### src/rtl/bird_motion.sv
// Bird vertical motion: integrates velocity and height under gravity on each frame tick
// and runs the IDLE/FLY/DEAD game-state machine.
module bird_motion #(
    parameter int YW      = 9,
    parameter int VW      = 6,
    parameter int Y_START = 200,
    parameter int Y_MIN   = 0,
    parameter int Y_MAX   = 440,
    parameter int GRAVITY = 1,
    parameter int FLAP_V  = 8,
    parameter int V_TERM  = 7
) (
    input  logic                 clk_i,
    input  logic                 rst_ni,
    input  logic                 tick_i,
    input  logic                 flap_i,
    input  logic                 hit_i,
    input  logic                 restart_i,
    output logic [YW-1:0]        bird_y_o,
    output logic signed [VW-1:0] vel_o,
    output logic [1:0]           state_o,
    output logic                 alive_o,
    output logic                 done_o
);

    typedef enum logic [1:0] {
        ST_IDLE = 2'b00,
        ST_FLY  = 2'b01,
        ST_DEAD = 2'b10
    } state_e;

    // Height arithmetic is done two bits wider than YW so that both a negative
    // overshoot past the ceiling and an overshoot past the ground are visible.
    localparam int SW = YW + 2;

    localparam logic [YW-1:0]        Y_START_V = YW'(Y_START);
    localparam logic [YW-1:0]        Y_FLAP_V  = YW'(Y_START - FLAP_V);
    localparam logic [YW-1:0]        Y_MIN_V   = YW'(Y_MIN);
    localparam logic [YW-1:0]        Y_MAX_V   = YW'(Y_MAX);
    localparam logic signed [SW-1:0] Y_MIN_S   = SW'(Y_MIN);
    localparam logic signed [SW-1:0] Y_MAX_S   = SW'(Y_MAX);
    localparam logic signed [VW-1:0] FLAP_VEL  = VW'(-FLAP_V);
    localparam logic signed [VW-1:0] V_TERM_V  = VW'(V_TERM);
    localparam logic signed [VW:0]   V_TERM_X  = (VW+1)'(V_TERM);
    localparam logic signed [VW:0]   GRAV_X    = (VW+1)'(GRAVITY);

    state_e               state_q, state_d;
    logic [YW-1:0]        y_q, y_d;
    logic signed [VW-1:0] vel_q, vel_d;
    logic                 flap_pend_q, flap_pend_d;
    logic                 done_q, done_d;

    logic                 flap_eff;
    logic signed [VW:0]   v_inc;
    logic signed [VW-1:0] v_new;
    logic signed [SW-1:0] y_sum;

    // A flap arriving in the same cycle as a tick counts for that tick.
    assign flap_eff = flap_pend_q | flap_i;

    always_comb begin
        v_inc = $signed({vel_q[VW-1], vel_q}) + GRAV_X;
        if (flap_eff) begin
            v_new = FLAP_VEL;
        end else if (v_inc > V_TERM_X) begin
            v_new = V_TERM_V;
        end else begin
            v_new = v_inc[VW-1:0];
        end
        y_sum = $signed({2'b00, y_q}) + $signed({{(SW-VW){v_new[VW-1]}}, v_new});
    end

    always_comb begin
        state_d     = state_q;
        y_d         = y_q;
        vel_d       = vel_q;
        flap_pend_d = flap_eff;
        done_d      = 1'b0;

        if (restart_i) begin
            state_d     = ST_IDLE;
            y_d         = Y_START_V;
            vel_d       = '0;
            flap_pend_d = 1'b0;
        end else begin
            done_d = tick_i;
            if (tick_i) begin
                flap_pend_d = 1'b0;
            end
            case (state_q)
                ST_IDLE: begin
                    if (tick_i && flap_eff) begin
                        state_d = ST_FLY;
                        y_d     = Y_FLAP_V;
                        vel_d   = FLAP_VEL;
                    end
                end
                ST_FLY: begin
                    if (hit_i) begin
                        state_d = ST_DEAD;
                        vel_d   = '0;
                    end else if (tick_i) begin
                        if (y_sum < Y_MIN_S) begin
                            y_d   = Y_MIN_V;
                            vel_d = '0;
                        end else if (y_sum >= Y_MAX_S) begin
                            state_d = ST_DEAD;
                            y_d     = Y_MAX_V;
                            vel_d   = '0;
                        end else begin
                            y_d   = y_sum[YW-1:0];
                            vel_d = v_new;
                        end
                    end
                end
                ST_DEAD: begin
                end
                default: begin
                    state_d = ST_IDLE;
                    y_d     = Y_START_V;
                    vel_d   = '0;
                end
            endcase
        end
    end

    always_ff @(posedge clk_i or negedge rst_ni) begin
        if (!rst_ni) begin
            state_q     <= ST_IDLE;
            y_q         <= Y_START_V;
            vel_q       <= '0;
            flap_pend_q <= 1'b0;
            done_q      <= 1'b0;
        end else begin
            state_q     <= state_d;
            y_q         <= y_d;
            vel_q       <= vel_d;
            flap_pend_q <= flap_pend_d;
            done_q      <= done_d;
        end
    end

    assign bird_y_o = y_q;
    assign vel_o    = vel_q;
    assign state_o  = state_q;
    assign alive_o  = (state_q != ST_DEAD);
    assign done_o   = done_q;

endmodule
### config.mk
export PLATFORM = sky130hd
export DESIGN_NAME = bird_motion
export DESIGN_NICKNAME = d
export VERILOG_FILES = /design/src/rtl/bird_motion.sv
export SDC_FILE = /design/constraint.sdc
export NUM_CORES = 1
export LEC_CHECK = 0
export CORE_ASPECT_RATIO = 1.2
export CORE_MARGIN = 2
export CORE_UTILIZATION = 25
export CTS_BUF_LIST = sky130_fd_sc_hd__clkbuf_4 sky130_fd_sc_hd__clkbuf_8 sky130_fd_sc_hd__clkbuf_16
export DETAILED_ROUTE_END_ITERATION = 12
export HOLD_SLACK_MARGIN = 0.05
export PLACE_DENSITY = 0.52
export SYNTH_ARGS = -nofsm -noshare
export SYNTH_HDL_FRONTEND = slang
export SYNTH_SLANG_ARGS = --single-unit
### constraint.sdc
create_clock -name clk_i -period 6.6 [get_ports clk_i]
set_clock_uncertainty 0.2 [all_clocks]
set_input_delay 0.99 -clock clk_i [delete_from_list [all_inputs] [get_ports clk_i]]
set_output_delay 0.99 -clock clk_i [all_outputs]
set_load 0.1 [all_outputs]
==> summary by stage, run 1 <==
CTS
Clock-pin slew was measured on the worst setup and hold paths at 0.08 ns. The longest clock path from root to sink contains 2 buffers. The CTS buffer count is 3. The clock reaches the later pin of the worst-skew pair after 0.26 ns. After clock tree synthesis, the flow added hold-fix buffers numbering 0. Buffers added to address setup during post-CTS repair amount to 0. The CTS tree is built. CTS built an H-tree with a depth of 1. Post-CTS repair changed the size of 0 cells. The clock drives 19 sinks.

The buffer type at the clock tree root is clkbuf_8.

Finish
The area growth from synthesis to layout is 19.90%. Leaving out fill and tap cells, the most frequent cell in the layout is clkdlybuf4s50_1. In the final layout, the multi-input gates occupy about 0.0011 sq mm. Of the cells placed in the final design, the portion with a size suffix greater than 1 is 0.1065. The repair_antennas step left the layout with diodes totalling 0. The final standard cell utilization of the core is 0.3047.

The final instance count without filler cells is 303. The sequential cells in the finished layout cover a total of 479.2 sq um. The top cell types in the final layout, fill and taps aside, are clkdlybuf4s50_1, a21oi_1, nor2_1, dfrtp_1.

The layout has 724 filler cells. The net count of the finished layout is 236.

GRT
After global routing the overflow that remains totals 0. The first global-routing pass estimated 7424 um of wire. The initial antenna violation count is 0.

The via count of the first global-routing pass was approximately 1500. Entering global routing, the biggest net connects 20 pins. Across every metal layer, demand over resource in global routing totals 0.1261.

Route
The number of remaining DRC errors is 0. The first-pass iteration count of the detailed router is 4. Summed over all layers, the routed wires come to 4498 um. In this run the remaining antenna-violating nets after routing total 0. The overall via count from detail_route is 1555. The average wire per cell in the routed design is 14.84 um. After detailed routing, the number of vias per cell comes to 5.132. The number of DRC markers in iteration 0 is 124.

Synth
After synthesis, the mean cell area works out to 8.726 sq um. The gate count of the mapped netlist is 196. The count of distinct cell types in the synthesized netlist is 59. The prevailing post-synth register cell is dfrtp_1. Summed over all instances, the cell type with the most area after synthesis is dfrtp_1. Yosys printed 0 warnings. The area fraction of the dominant cell type after synthesis is 0.2341. The cell area after synthesis is 0.001710 sq mm.

Synthesis produced a netlist with a net count of 215. Yosys mapped a number of flops with a built-in enable equal to 0. Of the synthesized area, sequential elements account for 0.2802. By area the synthesized netlist is led by dfrtp_1, ha_1, a21oi_1. Counting flops and latches in the post-synthesis netlist gives 19. Of all flip-flops after synthesis, the portion carrying an async set or reset was 1.000.

Hold path
The startpoint identified for the worst hold timing path is bird_y_o[0]. The worst hold path belongs to the class register to register.

Critical path
The worst-path maximum fanout is 8. The delay of the slowest cell on the worst path is 0.57 ns. The signal arrival time at the worst endpoint is just under 5 ns. Among all stages on the critical path, the largest delay is contributed by xnor2_1. STA classifies the critical path startpoint as a register.

The signal on the critical path passes through inv_1 > ha_1 > a2111oi_0 > o32ai_1 > nor2_1 > o21ai_0 > a21oi_1 > ha_1 > inv_1 > fa_1 > and2b_4 > o22ai_2 > o31ai_4 > a21oi_1 > xnor2_1 > nor3_2 > a22o_1. At the worst endpoint, the required time is around 6.6 ns. The sort of element at the end of the critical path is a register. The startpoint of the lowest-slack register-to-register path is vel_o[0]. The critical path starts at vel_o[0]. The startpoint-to-endpoint class of the critical path is register to register.

Floorplanning
The area of the die is 0.007522 sq mm. The die height is 94.61 um. 25 I/O pins were placed.

The initial core utilization is 0.2541. The floorplan has 33 rows. The core outline area is 0.006730 sq mm. The die is 79.51 um wide.

Timing
Hold is met by 0.3381 ns. The portion of the clock cycle consumed by the worst path in the final layout is 0.7385. At the pin with the least slew margin, the transition time is 0.9718 ns. After routing, the total negative slack on setup checks comes to 0 ns. The worst-case headroom to the max-slew limit is 0.3501.

The final critical delay including setup and external delays is 4.874 ns. Setup violations remaining at the end of the flow were counted as 0. The final count of pins violating max slew is 0.

Timing would allow up to 205.2 MHz. The hold violation total from the final report was 0. Setup repair after global routing left no endpoint under its margin.

Placement
The sum of net half-perimeters after detailed placement is 3480 um. Routability-driven placement finished with a final weighted congestion of 0.9343. The count of input and output buffers is 24. The total instance count after detailed placement is 299.

Power
The fraction of power consumed by combinational cells is 0.526. The internal portion of total power is between 200 and 250 uW. Of the total power, the share spent switching nets is 0.4771. Of the total power, registers draw 0.292. The total power divided by cell area is 231.6 mW/mm^2.

In this run the power spent charging and discharging nets is 226.7 uW. The part of the power in the clock network is 0.182. The leakage power summed over all cells is between 0.0007 and 0.0008 uW. The largest voltage drop on the vdd net is 122.5 uV.

Run
Across the run, the number of max-cap violations was 0.

Run status
The run finished with clean final reports.
[synth_stat cells, drive strengths merged (3+ instances only)]
| master | instances |
|---|---|
| and2 | 3 |
| nand3 | 7 |
| xnor2 | 8 |
| ha | 12 |
| nor2b | 6 |
| o32ai | 3 |
| nor2 | 16 |
| a31oi | 3 |
| nand2b | 3 |
| or2 | 5 |
| inv | 8 |
| a22o | 6 |
| o22a | 3 |
| dfrtp | 16 |
| o21ai | 12 |
| nor3 | 5 |
| dfstp | 3 |
| nand2 | 11 |
| o22ai | 5 |
| buf | 7 |
| a21oi | 19 |
[critical path: cells and delay by family (launching register included)]
family,cells,cell delay (ns)
AOI/OAI and AO/OA,8,1.90
adders and majority gates,3,0.93
and+or+nand+nor,3,0.58
xor gates and xnor gates,1,0.57
DFF,1,0.47
buffers and inverters,2,0.13
[layer usage]
layer  part of all wire  vias up  wire, um  GRT usage
met3              0.045       12       204    0.02103
met1               0.45      734      2010     0.1669
met2               0.47       43      2103     0.1975
met5                  0        -         0          0
met4              0.040        0       178    0.06322
li1                   -      766         -          -
[final timing paths]
path                                to  depth (start not counted)  slack, ns
max                           vel_o[1]                         17       1.73
min                        bird_y_o[0]                          1       0.34
max reg2reg                   vel_o[1]                         17       1.73
min reg2reg                bird_y_o[0]                          1       0.34
max in group asynchronous     vel_o[5]                          1       4.59
min in group asynchronous     vel_o[4]                          1       1.05
[per-stage QoR]
step                cell area [sq um]  power, uW  worst slack (ns)
global placement                 2004      389.8             1.638
floorplan                        1710      336.9             1.715
detailed placement               2004      389.8             1.624
CTS                              2051      477.8             1.733
finish                           2051      475.0             1.726
global route                     2051      503.4             1.291
[area by class of cell]
class	count	area share
sequential	19	0.2337
clock inverter	1	0.002441
tap	87	0.05308
clock buffer	3	0.02013
multi-input combinational	160	0.5570
inverter	9	0.01647
timing repair buffer	24	0.1171
[registers in the layout, indices dropped and copies added (netlist names)]
signal       cells
vel_o            6
flap_pend_q      1
done_o           1
state_o          2
bird_y_o         9
[power by group through the flow]
stage | clock network [uW] | registers [uW] | logic [uW]
after floorplan | 0 | 193 | 144
after global placement | 0 | 141 | 249
after detailed placement | 0 | 141 | 249
after CTS | 88.9 | 139 | 250
after global routing | 93.9 | 141 | 269
final | 86.5 | 139 | 250
[cells by family after synthesis]
group	Yosys count	synth area share
AO/OA/AOI/OAI	69	0.2992
multiplexers	1	0.005852
flip-flops	19	0.2802
buffers and inverters	17	0.05193
adder cells (fa/ha/maj)	13	0.09949
XOR/XNOR	10	0.05560
AND/OR/NAND/NOR	67	0.2078
Power figures use the tool's default switching activity.
==> run 2: changes to the inputs <==
--- a/config.mk
+++ b/config.mk
@@ -11,7 +11,7 @@
 export CTS_BUF_LIST = sky130_fd_sc_hd__clkbuf_4 sky130_fd_sc_hd__clkbuf_8 sky130_fd_sc_hd__clkbuf_16
 export DETAILED_ROUTE_END_ITERATION = 12
 export HOLD_SLACK_MARGIN = 0.05
-export PLACE_DENSITY = 0.52
+export PLACE_DENSITY = 0.53
 export SYNTH_ARGS = -nofsm -noshare
 export SYNTH_HDL_FRONTEND = slang
 export SYNTH_SLANG_ARGS = --single-unit
==> constraint.sdc (replaced) <==
create_clock -name clk_i -period 4.2 [get_ports clk_i]
set_clock_uncertainty 0.2 [all_clocks]
set_input_delay 0.63 -clock clk_i [delete_from_list [all_inputs] [get_ports clk_i]]
set_output_delay 0.63 -clock clk_i [all_outputs]
set_load 0.1 [all_outputs]
==> summary by stage, run 2 (synthesis gave the netlist of run 1 again) <==
Run status
The flow ran to the end, and the final reports show no timing, DRC or antenna violations.

Floorplanning
The die height is 94.61 um. The floorplan step set the die width to 79.51 um. In this run the core area contains 33 standard-cell rows. The initial core utilization is 0.2541.

25 I/O pins were placed. The total area inside the core boundary comes to between 0.006 and 0.007 sq mm. The area of the die is around 0.0075 sq mm.

CTS
In this run the number of H-tree levels came out at 1. The longest clock path from root to sink contains 2 buffers. The clock reaches the later pin of the worst-skew pair after between 0.2 and 0.3 ns. The total clock sinks is 19.

The clock input transition at the sequential cells of the worst setup and hold paths is 0.08 ns. In this run, post-CTS hold repair placed 0 buffers. CTS placed an instance of clkbuf_8 at the clock tree root. The CTS buffer count is 3. TritonCTS built the clock tree.

Critical path
The signal arrival time at the worst endpoint is 4.07 ns. The slowest stage of the critical path is the dfrtp_4 cell. The endpoint of the most critical register-to-register path is vel_o[5]. The startpoint of the lowest-slack register-to-register path is vel_o[1].

Across all register-to-register paths, the minimum setup slack is 0.11 ns. The worst setup path is captured at a register. Data on the critical path is required at its endpoint by 4.19 ns. The startpoint-to-endpoint class of the critical path is register to register. The worst-path maximum fanout is 5. The largest single stage delay on the critical path is 0.52 ns. In this run the worst setup path begins at vel_o[1]. The category of the worst setup path launch point is a register. Walking the worst path, the cells encountered are ha_4 > a2111oi_4 > o32ai_2 > nor2_1 > o21ai_2 > a21oi_2 > ha_2 > inv_2 > fa_2 > and2b_4 > o22ai_4 > o31ai_4 > buf_6 > xor2_4 > o311ai_4 > or4b_1 > a21oi_1. The cell count of the worst reg-to-reg path is 17.

Timing
Based on the critical path, the design can be clocked at up to roughly 240 MHz. Setup repair after global routing could not meet its margin everywhere. The routed design could run at a clock period as short as 4.086 ns. The hold violation total from the final report is 0. The final-report setup violation count is 0. The final count of pins violating max slew was 0.

For the pin with the worst max-slew slack, the measured transition is 0.9739 ns. The portion of the clock cycle consumed by the worst path in the final layout is 0.9729. The worst-case headroom to the max-slew limit is 0.3487. The tightest hold path in the finished design has a slack of 0.3362 ns.

Finish
The flip-flop count of the largest register after layout is 9. The final antenna diode count is 0. Compared with the post-synthesis result, the final layout area differs by 36.36%. The commonest non-fill, non-tap cell in the layout is clkdlybuf4s50_1. The area used by sequential logic in the layout is 489.2 sq um. The finished layout holds roughly 320 standard cells, fillers aside. Of the cells placed in the final design, the portion with a size suffix greater than 1 is 0.2585. In the layout the commonest cells are clkdlybuf4s50_1, buf_4, nor2_1, a21oi_1, dfrtp_1. The number of fill cells in the layout is 705. In the final layout, the multi-input gates occupy roughly 0.0013 sq mm.

After the last flow step, the layout net total stands at 256.

Placement
Including well taps, the total number of placed cells is 315. The sum of net half-perimeters after detailed placement is around 3500 um. Input and output buffers added on the ports amount to 24. The congestion estimate from routability-driven global placement came to 0.8004.

Route
The detailed router placed roughly 1600 vias in this run. After detailed routing, the number of remaining DRC violations is 0. Before antenna repair, the detailed router went through 4 iterations. In this run the remaining antenna-violating nets after routing total 0. After detailed routing, the average wire length per cell comes to 14.23 um. After detailed routing, the number of vias per cell comes to 5.053. After detailed routing, the total wire length is 4596 um. After the first detailed-routing iteration, the DRC count stood at 72.

GRT
The first global-routing pass estimated a little under 8000 um of wire. The via count of the first global-routing pass is ~1600. The initial antenna violation count was 0. In the global route stage, overall resource usage came out at 0.1285. The final global-route overflow total is 0. Entering global routing, the biggest net connects 20 pins.

Hold path
The tightest min-delay check is of the register to register type. The worst hold path was traced through 2 stages. The worst hold path terminates at bird_y_o[4]. The worst hold path begins at bird_y_o[4].

Power
The post-layout total power is 795.0 uW. For this design the static power due to leakage is 0.0008754 uW. The largest voltage drop on the vdd net is roughly 150 uV. For this design the ratio of total power to cell area is approximately 340 mW/mm^2.

Run
The number of violations of the max-capacitance limit is 0.
run 2: cell types whose count changed in the layout (fill, tap and decap cells not counted), sizes merged:
cell  previous run  this run
buf              0        20
run 2: what timing repair did:
| item | CTS | global route |
|---|---|---|
| gates resized for setup | 1 | 14 |
| setup buffers | 0 | 4 |
| setup endpoints to repair | 1 | 16 |
| pin swaps | 0 | 14 |
run 2: report_power, final:
part           total [uW]  switching, uW  internal (uW)  leakage, uW
Sequential            219           20.6            198     0.000243
Clock                 133           66.7           66.1    0.0000255
Combinational         444            281            163     0.000607
Total                 795            368            427     0.000875
run 2: layer usage:
layer | part of all wire | track usage | wire [um]
met4 | 0.011 | 0.02586 | 52
met5 | 0 | 0 | 0
met2 | 0.51 | 0.2248 | 2366
met3 | 0.013 | 0.005736 | 58
met1 | 0.46 | 0.1759 | 2118
run 2: how the worst max path moves through the flow:
stage	slack, ns	depth (start not counted)	end
3_5_place_dp	-0.006	14	bird_y_o[1]
2_1_floorplan	-0.008	17	vel_o[5]
5_1_grt	-0.11	17	vel_o[5]
6_report	0.11	17	vel_o[5]
3_3_place_gp	0.02	14	vel_o[0]
4_1_cts	0.03	17	bird_y_o[1]
run 2: critical path: cells and delay by family (launching register included):
kind	cells	cell delay (ns)
xor+xnor	1	0.17
simple gates	3	0.91
compound gates	8	1.31
fa+ha+maj	3	0.72
buf+inv	2	0.20
flops	1	0.52
run 2: cell type report:
cell class	instances	area share
timing repair buffer	44	0.1706
tap	87	0.04667
sequential	19	0.2098
clock inverter	1	0.002146
inverter	9	0.01448
multi-input combinational	160	0.5386
clock buffer	3	0.01770
run 2: through the flow:
step | worst slack (ns) | TNS [ns] | util | cell area, sq um
6_report | 0.1139 | 0 | 0.3465 | 2332
4_1_cts | 0.03490 | 0 | 0.3285 | 2211
3_5_place_dp | -0.006128 | -0.006128 | 0.3211 | 2161
3_3_place_gp | 0.02272 | 0 | 0.3211 | 2161
5_1_grt | -0.1117 | -0.6731 | 0.3465 | 2332
2_1_floorplan | -0.008129 | -0.008129 | - | 1747
